[src/rtl/sreg_io_pkg.sv]
`default_nettype none
// ============================================================================
// sreg_io_pkg : shared FSM state encoding and default chain/phase sizing for
//               the 74165/74595 shift-register I/O sequencer.
// Revision    : 1.0
// ============================================================================
package sreg_io_pkg;

  localparam int unsigned DEF_CHAIN_BITS   = 24;
  localparam int unsigned DEF_PHASE_CYCLES = 2;

  typedef enum logic [2:0] {
    S_IDLE     = 3'd0,
    S_LOAD     = 3'd1,
    S_SHIFT_LO = 3'd2,
    S_SHIFT_HI = 3'd3,
    S_LATCH    = 3'd4,
    S_DONE     = 3'd5
  } sreg_state_e;

endpackage
`default_nettype wire

[src/rtl/sreg_phase_timer.sv]
`default_nettype none
// ============================================================================
// sreg_phase_timer : strobes phase_end_o on the last clock of every
//                    PHASE_CYCLES-long phase while run_i is high.
// Revision         : 1.0
// ============================================================================
module sreg_phase_timer #(
  parameter int unsigned PHASE_CYCLES = 2
) (
  input  logic clk,
  input  logic rst_n,
  input  logic run_i,
  output logic phase_end_o
);

  localparam int unsigned CW = $clog2(PHASE_CYCLES + 1);
  localparam logic [CW-1:0] LAST_CNT = CW'(PHASE_CYCLES - 1);

  logic [CW-1:0] cnt_q, cnt_d;

  assign phase_end_o = run_i && (cnt_q == LAST_CNT);

  // Every phase transition coincides with the strobe, so clearing on it keeps
  // the count aligned to phase boundaries without a separate restart input.
  always_comb begin
    cnt_d = cnt_q;
    if (!run_i || phase_end_o) cnt_d = '0;
    else                       cnt_d = cnt_q + 1'b1;
  end

  always_ff @(posedge clk or negedge rst_n) begin
    if (!rst_n) cnt_q <= '0;
    else        cnt_q <= cnt_d;
  end

endmodule
`default_nettype wire

[src/rtl/sreg_io_sequencer.sv]
`default_nettype none
// ============================================================================
// sreg_io_sequencer : full-duplex 74165 (in) / 74595 (out) chain sequencer.
//                     Optional periodic transfers under SREG_AUTO_REFRESH_EN.
// Revision          : 1.0
// ============================================================================
module sreg_io_sequencer
  import sreg_io_pkg::*;
#(
  parameter int unsigned CHAIN_BITS   = DEF_CHAIN_BITS,
  parameter int unsigned PHASE_CYCLES = DEF_PHASE_CYCLES
`ifdef SREG_AUTO_REFRESH_EN
  , parameter int unsigned REFRESH_CYCLES = 1000
`endif
) (
  input  logic                  clk,
  input  logic                  rst_n,
  input  logic                  start,
  input  logic [CHAIN_BITS-1:0] out_data,
`ifdef SREG_AUTO_REFRESH_EN
  input  logic                  refresh_en,
`endif
  input  logic                  sdi,
  output logic                  busy,
  output logic                  done,
  output logic [CHAIN_BITS-1:0] in_data,
  output logic                  sclk,
  output logic                  load_n,
  output logic                  latch,
  output logic                  sdo
);

  localparam int unsigned BW = $clog2(CHAIN_BITS + 1);
  localparam logic [BW-1:0] LAST_BIT = BW'(CHAIN_BITS - 1);

  sreg_state_e           state_q, state_d;
  logic [CHAIN_BITS-1:0] tx_q, tx_d, rx_q, rx_d, in_data_q;
  logic [BW-1:0]         bit_cnt_q, bit_cnt_d;
  logic                  sclk_q, load_n_q, latch_q, sdo_q, busy_q, done_q;
  logic                  phase_run, phase_end, req, accept;

`ifdef SREG_AUTO_REFRESH_EN
  localparam int unsigned RW = $clog2(REFRESH_CYCLES + 1);
  localparam logic [RW-1:0] REF_LAST = RW'(REFRESH_CYCLES - 1);

  logic [RW-1:0] ref_cnt_q, ref_cnt_d;

  // Saturates at the terminal count so a tick landing mid-transfer fires
  // as soon as the sequencer is idle again.
  always_comb begin
    ref_cnt_d = ref_cnt_q;
    if (!refresh_en || accept)   ref_cnt_d = '0;
    else if (ref_cnt_q != REF_LAST) ref_cnt_d = ref_cnt_q + 1'b1;
  end

  always_ff @(posedge clk or negedge rst_n) begin
    if (!rst_n) ref_cnt_q <= '0;
    else        ref_cnt_q <= ref_cnt_d;
  end

  assign req = start || (refresh_en && (ref_cnt_q == REF_LAST));
`else
  assign req = start;
`endif

  // busy_q lags the state by one clock, so gating on it also rejects a
  // request arriving during the visible done pulse.
  assign accept    = (state_q == S_IDLE) && !busy_q && req;
  assign phase_run = state_q inside {S_LOAD, S_SHIFT_LO, S_SHIFT_HI, S_LATCH};

  sreg_phase_timer #(
    .PHASE_CYCLES (PHASE_CYCLES)
  ) u_phase_timer (
    .clk         (clk),
    .rst_n       (rst_n),
    .run_i       (phase_run),
    .phase_end_o (phase_end)
  );

  always_comb begin
    state_d   = state_q;
    tx_d      = tx_q;
    rx_d      = rx_q;
    bit_cnt_d = bit_cnt_q;
    unique case (state_q)
      S_IDLE: begin
        if (accept) begin
          state_d   = S_LOAD;
          tx_d      = out_data;
          rx_d      = '0;
          bit_cnt_d = '0;
        end
      end
      S_LOAD:     if (phase_end) state_d = S_SHIFT_LO;
      S_SHIFT_LO: begin
        if (phase_end) begin
          rx_d    = (rx_q << 1) | CHAIN_BITS'(sdi);
          state_d = S_SHIFT_HI;
        end
      end
      S_SHIFT_HI: begin
        if (phase_end) begin
          tx_d      = tx_q << 1;
          bit_cnt_d = bit_cnt_q + 1'b1;
          state_d   = (bit_cnt_q == LAST_BIT) ? S_LATCH : S_SHIFT_LO;
        end
      end
      S_LATCH:    if (phase_end) state_d = S_DONE;
      S_DONE:     state_d = S_IDLE;
      default:    state_d = S_IDLE;
    endcase
  end

  // Pin outputs are decoded from the current state one clock later, which
  // keeps them free of decode glitches and mutually exclusive.
  always_ff @(posedge clk or negedge rst_n) begin
    if (!rst_n) begin
      state_q   <= S_IDLE;
      tx_q      <= '0;
      rx_q      <= '0;
      bit_cnt_q <= '0;
      in_data_q <= '0;
      sclk_q    <= 1'b0;
      load_n_q  <= 1'b1;
      latch_q   <= 1'b0;
      sdo_q     <= 1'b0;
      busy_q    <= 1'b0;
      done_q    <= 1'b0;
    end else begin
      state_q   <= state_d;
      tx_q      <= tx_d;
      rx_q      <= rx_d;
      bit_cnt_q <= bit_cnt_d;
      sclk_q    <= (state_q == S_SHIFT_HI);
      load_n_q  <= (state_q != S_LOAD);
      latch_q   <= (state_q == S_LATCH);
      sdo_q     <= tx_q[CHAIN_BITS-1];
      busy_q    <= (state_q != S_IDLE);
      done_q    <= (state_q == S_DONE);
      if (state_q == S_DONE) in_data_q <= rx_q;
    end
  end

  assign busy    = busy_q;
  assign done    = done_q;
  assign in_data = in_data_q;
  assign sclk    = sclk_q;
  assign load_n  = load_n_q;
  assign latch   = latch_q;
  assign sdo     = sdo_q;

endmodule
`default_nettype wire

[config.mk]
export PLATFORM = sky130hd
export DESIGN_NAME = sreg_io_sequencer
export DESIGN_NICKNAME = d
export VERILOG_FILES = /design/src/rtl/sreg_io_pkg.sv /design/src/rtl/sreg_phase_timer.sv /design/src/rtl/sreg_io_sequencer.sv
export SDC_FILE = /design/constraint.sdc
export NUM_CORES = 1
export LEC_CHECK = 0
export CAP_MARGIN = 10
export CORE_ASPECT_RATIO = 0.8
export CORE_MARGIN = 3
export CORE_UTILIZATION = 48
export DETAILED_ROUTE_END_ITERATION = 7
export HOLD_SLACK_MARGIN = 0.12
export MAX_ROUTING_LAYER = met4
export PLACE_DENSITY = 0.75
export SYNTH_ARGS = -nofsm -noshare
export SYNTH_HDL_FRONTEND = slang
export SYNTH_SLANG_ARGS = --single-unit
[constraint.sdc]
create_clock -name clk -period 1.9 [get_ports clk]
set_clock_uncertainty 0.15 [all_clocks]
set_input_delay 0.285 -clock clk [delete_from_list [all_inputs] [get_ports clk]]
set_output_delay 0.285 -clock clk [all_outputs]
set_load 0.005 [all_outputs]
==> flow_metrics.py, run 1 <==
metrics = {
    "run_status": {
        "status": "finished, violations left",
        "violations": "negative setup slack",
    },
    "floorplan": {
        "die_h_um": 86.2,
        "die_width_um": 106,
        "core-area_mm2": 0.00760,
        "ioPinCount": 58,
        "die_area_mm2": 0.00915,
        "initial_utilization_pct": 50.7,
        "row_count": 28,
    },
    "route": {
        "route.met2.wl_um": 3470,
        "vias_per_cell": 5.13,
        "firstDrtPassIters": 4,
        "routedWlPerCell_um": 14.4,
        "met3WireLength_um": 252,
        "drc": 0,
        "totalWireLength_um": 7320,
        "drt_iter0_drc": 107,
        "wl_met1_um": 3500,
        "vias": 2607,
        "antenna_left": 0,
        "highest_layer": "met4",
    },
    "placed_design": {
        "dp_hpwl_um": 5000,
        "io_buffers": 57,
        "gp_congestion": 0.788,
    },
    "setup_path": {
        "slowest_delay_ps": 580,
        "worstPathRequired_ps": 1980,
        "critPathKind": "register to register",
        "crit_chain": "or4b_4, a21oi_4, buf_12, mux2_2",
        "startpoint_type": "register",
        "cpMaxStageDelayCell": "or4b_4",
        "cp.arrival_ps": 2080,
        "critPathCaptureType": "register",
        "crit_fanout": 26,
        "regToRegSetupSlack_ps": -100,
    },
    "yosys": {
        "synth_flop_cell": "dfrtp_1",
        "synth_area_mm2": 0.00385,
        "syn_inst": 336,
        "synth_fp_nets": 366,
        "synth_top_area_share_pct": 56.5,
        "synth.avg_cell_area_um2": 11.5,
        "yosysMostFrequentCell": "dfrtp_1",
        "synth-edff-count": 0,
        "async_reset_ff_share_pct": 100,
        "synth_warnings": 0,
        "synth_cell_types": 36,
        "ys_seq_area_share_pct": 57.2,
        "yosys-top-cells-area": "dfrtp_1 56%, mux2_2 8.5%, o21ai_0 6.9%",
        "synth-seq-cells": 88,
        "synthTopCellsByCount": "87 x dfrtp_1, 53 x o21ai_0, 33 x inv_1",
        "synth_area_leader_cell": "dfrtp_1",
    },
    "clock_tree": {
        "clock_path_buffers": 2,
        "cts_tree": "built",
        "numCtsBuffers": 9,
        "clk_pin_slew_ps": 90,
        "h-tree-depth": 3,
        "root_buffer": "clkbuf_8",
        "clock_latency_ps": 350,
        "cts_sinks": 88,
    },
    "cells_and_area": {
        "seq_area_mm2": 0.00220,
        "num_antenna_cells": 0,
        "multi_input_area_mm2": 0.00141,
        "syn2layout_area_growth_pct": 25.6,
        "final_util_pct": 63.7,
        "finalNetCount": 428,
        "drive_gt1_share_pct": 20.3,
        "num-fill-cells": 622,
    },
    "timing": {
        "slew_viol_final": 0,
        "rsz0062_at_grt": "true",
        "fin_crit_ps": 2000,
        "fmaxAchievable_mhz": 500,
        "min_period_over_period_pct": 105,
        "setup_tns_ps": -1500,
        "worst_slack_ps": -99.4,
        "slew_headroom_pct": 75.1,
        "worst_pin_slew_ps": 374,
        "hold_violations": 0,
        "setup_violations": 23,
    },
    "job": {
        "max_cap_viol_count": 0,
    },
    "power": {
        "pwr_density_cell_mw_per_mm2": 1170,
        "irDropWorstVdd_mv": 0.466,
        "p_leak_nw": 2.08,
    },
    "grt": {
        "globalRouteOverflowTotal": 0,
        "antenna_found_initial": 0,
        "grt_pass1_wl_um": 12800,
        "grt_start_max_net_pins": 50,
        "grt_pass1_vias": 2664,
        "grt_usage_pct": 18.1,
    },
    "worst_hold_path": {
        "min_path_type": "primary input to asynchronous set/reset pin",
    },
}
-- layout make-up --
| cell class | instances | area share, % |
|---|---|---|
| sequential | 88 | 45.5 |
| multi-input combinational | 191 | 29.0 |
| timing repair buffer | 75 | 15.6 |
| clock buffer | 12 | 3.00 |
| tap | 105 | 2.71 |
| inverter | 33 | 2.56 |
| clock inverter | 4 | 1.60 |
-- flip-flops by register name, summed over array words and instances, names as in the netlist --
name / flops
bit_cnt_q: 5
busy: 1
done: 1
in_data: 24
latch: 1
load_n: 1
rx_q: 24
sclk: 1
sdo: 1
state_q: 3
tx_q: 24
u_phase_timer.cnt_q: 2
-- routing by layer --
layer  vias up  track usage (%)
met3         9             4.67
li1       1275                -
met2        42             27.9
met5         -                -
met1      1281             24.0
met4         0             4.94
-- worst max-delay path, delay by kind of cell, from the launching register on --
kind	cells	cell delay, ps
compound gates	1	170
flops	1	400
mux	1	350
simple gates	1	580
buf+inv	1	220
-- power by group --
group	internal (mW)	total [mW]	switching, mW
Sequential	2.35	2.63	0.276
Combinational	0.946	1.63	0.683
Clock	0.783	1.41	0.630
-- timing repair --
action                                  CTS  global route
resized for setup                         0             1
hold buffers                              1             0
endpoints found under the setup margin   23            39
setup buffers                             0             0
hold endpoints to repair                 88             0
-- kinds of logic after synthesis --
family / after synthesis / synth area share, %
AOI/OAI and AO/OA: 67 / 9.77
adders and majority gates: 2 / 0.649
buffers and inverters: 57 / 6.49
DFF: 88 / 57.2
muxes: 50 / 16.1
and+or+nand+nor: 72 / 9.80
-- worst paths after layout --
kind / startpoint / depth (start not counted) / end
min in group clk: tx_q[23] / 0 / sdo
max reg2reg: state_q[0] / 4 / tx_q[4]
min: rst_n / 2 / in_data[20]
max in group asynchronous: rst_n / 3 / bit_cnt_q[0]
max: state_q[0] / 4 / tx_q[4]
min reg2reg: tx_q[23] / 0 / sdo
-- layout by cell type (no fill, tap or decap), types with 2 or more instances in the layout --
cell type,count
o21ai_0,53
nand3_1,5
a211oi_1,2
nand2b_1,2
nor2_1,5
bufinv_16,2
clkbuf_8,10
nand4_1,24
inv_1,33
buf_4,14
dfrtp_1,87
mux2_2,28
clkbuf_1,2
nand3b_1,2
buf_12,4
clkdlybuf4s50_1,56
clkinv_4,2
ha_1,2
mux2_4,18
mux2i_1,4
a21oi_1,2
nand2_1,27
o21bai_1,4
-- through the flow --
stage          instance area [µm²]  setup slack [ps]  total power, mW  hold WS, ps  std cells
4_1_cts                       4840              -105             5.73          235        508
3_5_place_dp                  4610              -401             4.27         80.0        491
2_1_floorplan                 3850              -182             3.79         -161        336
5_1_grt                       4840              -149             6.05          254        508
6_report                      4840             -99.4             5.67          230        508
3_3_place_gp                  4610              -375             4.20         78.5        491
Note: power is estimated with default switching activity, not from simulation.
==> run 2: changes to the inputs <==
--- a/config.mk
+++ b/config.mk
@@ -12,7 +12,7 @@
 export DETAILED_ROUTE_END_ITERATION = 7
 export HOLD_SLACK_MARGIN = 0.12
 export MAX_ROUTING_LAYER = met4
-export PLACE_DENSITY = 0.75
+export PLACE_DENSITY_LB_ADDON = 0.3
 export SYNTH_ARGS = -nofsm -noshare
 export SYNTH_HDL_FRONTEND = slang
 export SYNTH_SLANG_ARGS = --single-unit
==> run 2 against run 1 <==
Effect of this change:
- the flow still finishes with violations (negative setup slack)
- first-iteration DRC count increased by 63%
- count of clock-buffer cells in the layout decreased by 3
- sequential cell count unchanged
- routed wire length increased by 6.1%
- die area unchanged
- critical path depth increased by 1
- setup slack improved by 24 ps
- critical path type unchanged
==> flow_metrics.py, run 2 (synthesized netlist as in run 1, its figures left out) <==
metrics = {
    "run_status": {
        "status": "finished, violations left",
        "violations": "negative setup slack",
    },
    "floorplan": {
        "die_width_um": 106,
        "ioPinCount": 58,
        "row_count": 28,
        "core-area_mm2": 0.00760,
        "initial_utilization_pct": 50.7,
        "die_area_mm2": 0.00915,
        "die_h_um": 86.2,
    },
    "setup_path": {
        "cpMaxStageDelayCell": "or4b_4",
        "cp-startpoint": "state_q[0]",
        "worst-path-buf-inv": 2,
        "crit_family": "simple AND/OR/NAND/NOR gates",
        "cp.arrival_ps": 2070,
        "worst_r2r_endpoint": "tx_q[20]",
        "critPathKind": "register to register",
        "crit_chain": "or4b_4, a21oi_4, buf_12, buf_16, mux2_4",
        "startpoint_type": "register",
        "crit_fanout": 6,
        "r2r_cells": 5,
        "regToRegSetupSlack_ps": -80,
        "r2r-start": "state_q[0]",
        "critPathCaptureType": "register",
        "slowest_delay_ps": 560,
        "worstPathRequired_ps": 2000,
    },
    "placed_design": {
        "io_buffers": 57,
        "dp_hpwl_um": 4760,
        "placed_area_mm2": 0.00460,
        "gp_congestion": 0.828,
    },
    "power": {
        "power.switching_mw": 1.69,
        "combPwrFrac_pct": 29.5,
        "power_frac_seq_pct": 45.5,
        "power.share.clock_pct": 25.0,
        "p_leak_nw": 2.13,
        "intPower_mw": 4.11,
        "irDropWorstVdd_mv": 0.619,
        "switching_share_pct": 29.1,
        "pwr_density_cell_mw_per_mm2": 1170,
    },
    "cells_and_area": {
        "stdcell_area_mm2": 0.00495,
        "mostFrequentLayoutCells": "87 x dfrtp_1, 56 x clkdlybuf4s50_1, 53 x o21ai_0",
        "drive_gt1_share_pct": 21.9,
        "finalNetCount": 431,
        "layout_commonest_cell": "dfrtp_1",
        "syn2layout_area_growth_pct": 28.4,
        "num-fill-cells": 583,
        "num_antenna_cells": 0,
    },
    "clock_tree": {
        "clock_latency_ps": 360,
        "cts_sinks": 88,
        "h-tree-depth": 3,
        "clock_path_buffers": 2,
        "cts_tree": "built",
        "numCtsBuffers": 9,
        "clk_pin_slew_ps": 90,
        "root_buffer": "clkbuf_8",
    },
    "grt": {
        "grt_usage_pct": 19.2,
        "grt_pass1_vias": 2685,
        "globalRouteOverflowTotal": 0,
        "grt_start_max_net_pins": 89,
        "grt_pass1_wl_um": 13500,
        "antenna_found_initial": 0,
    },
    "timing": {
        "fmaxAchievable_mhz": 506,
        "slew_viol_final": 0,
        "fin_crit_ps": 1980,
        "hold_violations": 0,
        "rsz0062_at_grt": "true",
        "slew_headroom_pct": 68.7,
        "setup_violations": 23,
        "setup_tns_ps": -964,
        "worst_pin_slew_ps": 470,
        "worst_slack_ps": -75.1,
        "min_period_over_period_pct": 104,
    },
    "worst_hold_path": {
        "whs_endpoint": "sdo",
        "min_path_type": "register to register",
        "min_path_cells": 0,
        "min-delay-start": "tx_q[23]",
    },
    "route": {
        "routedWlPerCell_um": 15.2,
        "vias": 2636,
        "drt_iter0_drc": 174,
        "totalWireLength_um": 7760,
        "drc": 0,
        "firstDrtPassIters": 4,
        "vias_per_cell": 5.16,
        "antenna_left": 0,
    },
    "job": {
        "max_cap_viol_count": 0,
    },
}
-- run 2: changes by cell type in the layout (fill, tap and decap cells not counted), sizes merged --
cell    delta
inv        +2
clkbuf     -3
buf        +3
clkinv     +1
-- run 2: what timing repair did --
item                       in CTS  in global routing
setup buffers                   2                  0
hold buffers                    1                  0
resized for setup               7                  3
setup endpoints to repair      23                 42
hold endpoints to repair       87                  0
pin swaps                       0                  0
cloned                          2                  0
-- run 2: power by group through the flow --
stage	combinational (mW)	sequential, mW	clock, mW
final	1.71	2.63	1.45
after detailed placement	1.63	2.65	0
after CTS	1.70	2.62	1.49
after global placement	1.58	2.63	0
after global routing	1.89	2.69	1.55
after floorplan	1.21	2.58	0
-- run 2: area by class of cell --
class                   instances  area (µm²)  area share (%)
repair buffers                 78         831            16.8
well taps                     105         131            2.65
clock inverters                 7         103            2.07
flip-flops and latches         88        2200            44.5
inverters                      33         124            2.50
clock buffers                   9         124            2.50
multi-input cells             191        1430            29.0
-- run 2: worst max-delay path by stage --
| stage | to | slack [ps] | cells after the start |
|---|---|---|---|
| 4_1_cts | tx_q[20] | -80 | 5 |
| 6_report | tx_q[20] | -80 | 5 |
| 2_1_floorplan | tx_q[15] | -180 | 5 |
| 3_3_place_gp | tx_q[23] | -380 | 5 |
| 5_1_grt | tx_q[14] | -120 | 5 |
| 3_5_place_dp | tx_q[1] | -400 | 5 |
-- run 2: through the flow --
stage	std cells	util [%]	worst slack, ps	power [mW]	hold WS (ps)
after CTS	511	64.9	-76.3	5.81	234
final	511	65.1	-75.1	5.79	247
after detailed placement	490	60.5	-402	4.29	208
after global placement	490	60.5	-378	4.21	210
after global routing	511	65.1	-120	6.14	257
after floorplan	336	-	-182	3.79	-161
-- run 2: layer usage --
metal	part of all wire [%]	global-route usage [%]	vias to the layer above	wire length, µm
met5	0	-	-	0
met4	1.7	6.71	0	131
met3	5.0	5.42	12	391
met2	45	27.9	62	3480
met1	48	26.0	1271	3760
li1	-	-	1291	-
-- run 2: worst register-to-register path, cell delays in order, from the launching register on --
cell and delay [ps]:
dfrtp_1 390, or4b_4 570, a21oi_4 210, buf_12 150
buf_16 120, mux2_4 290
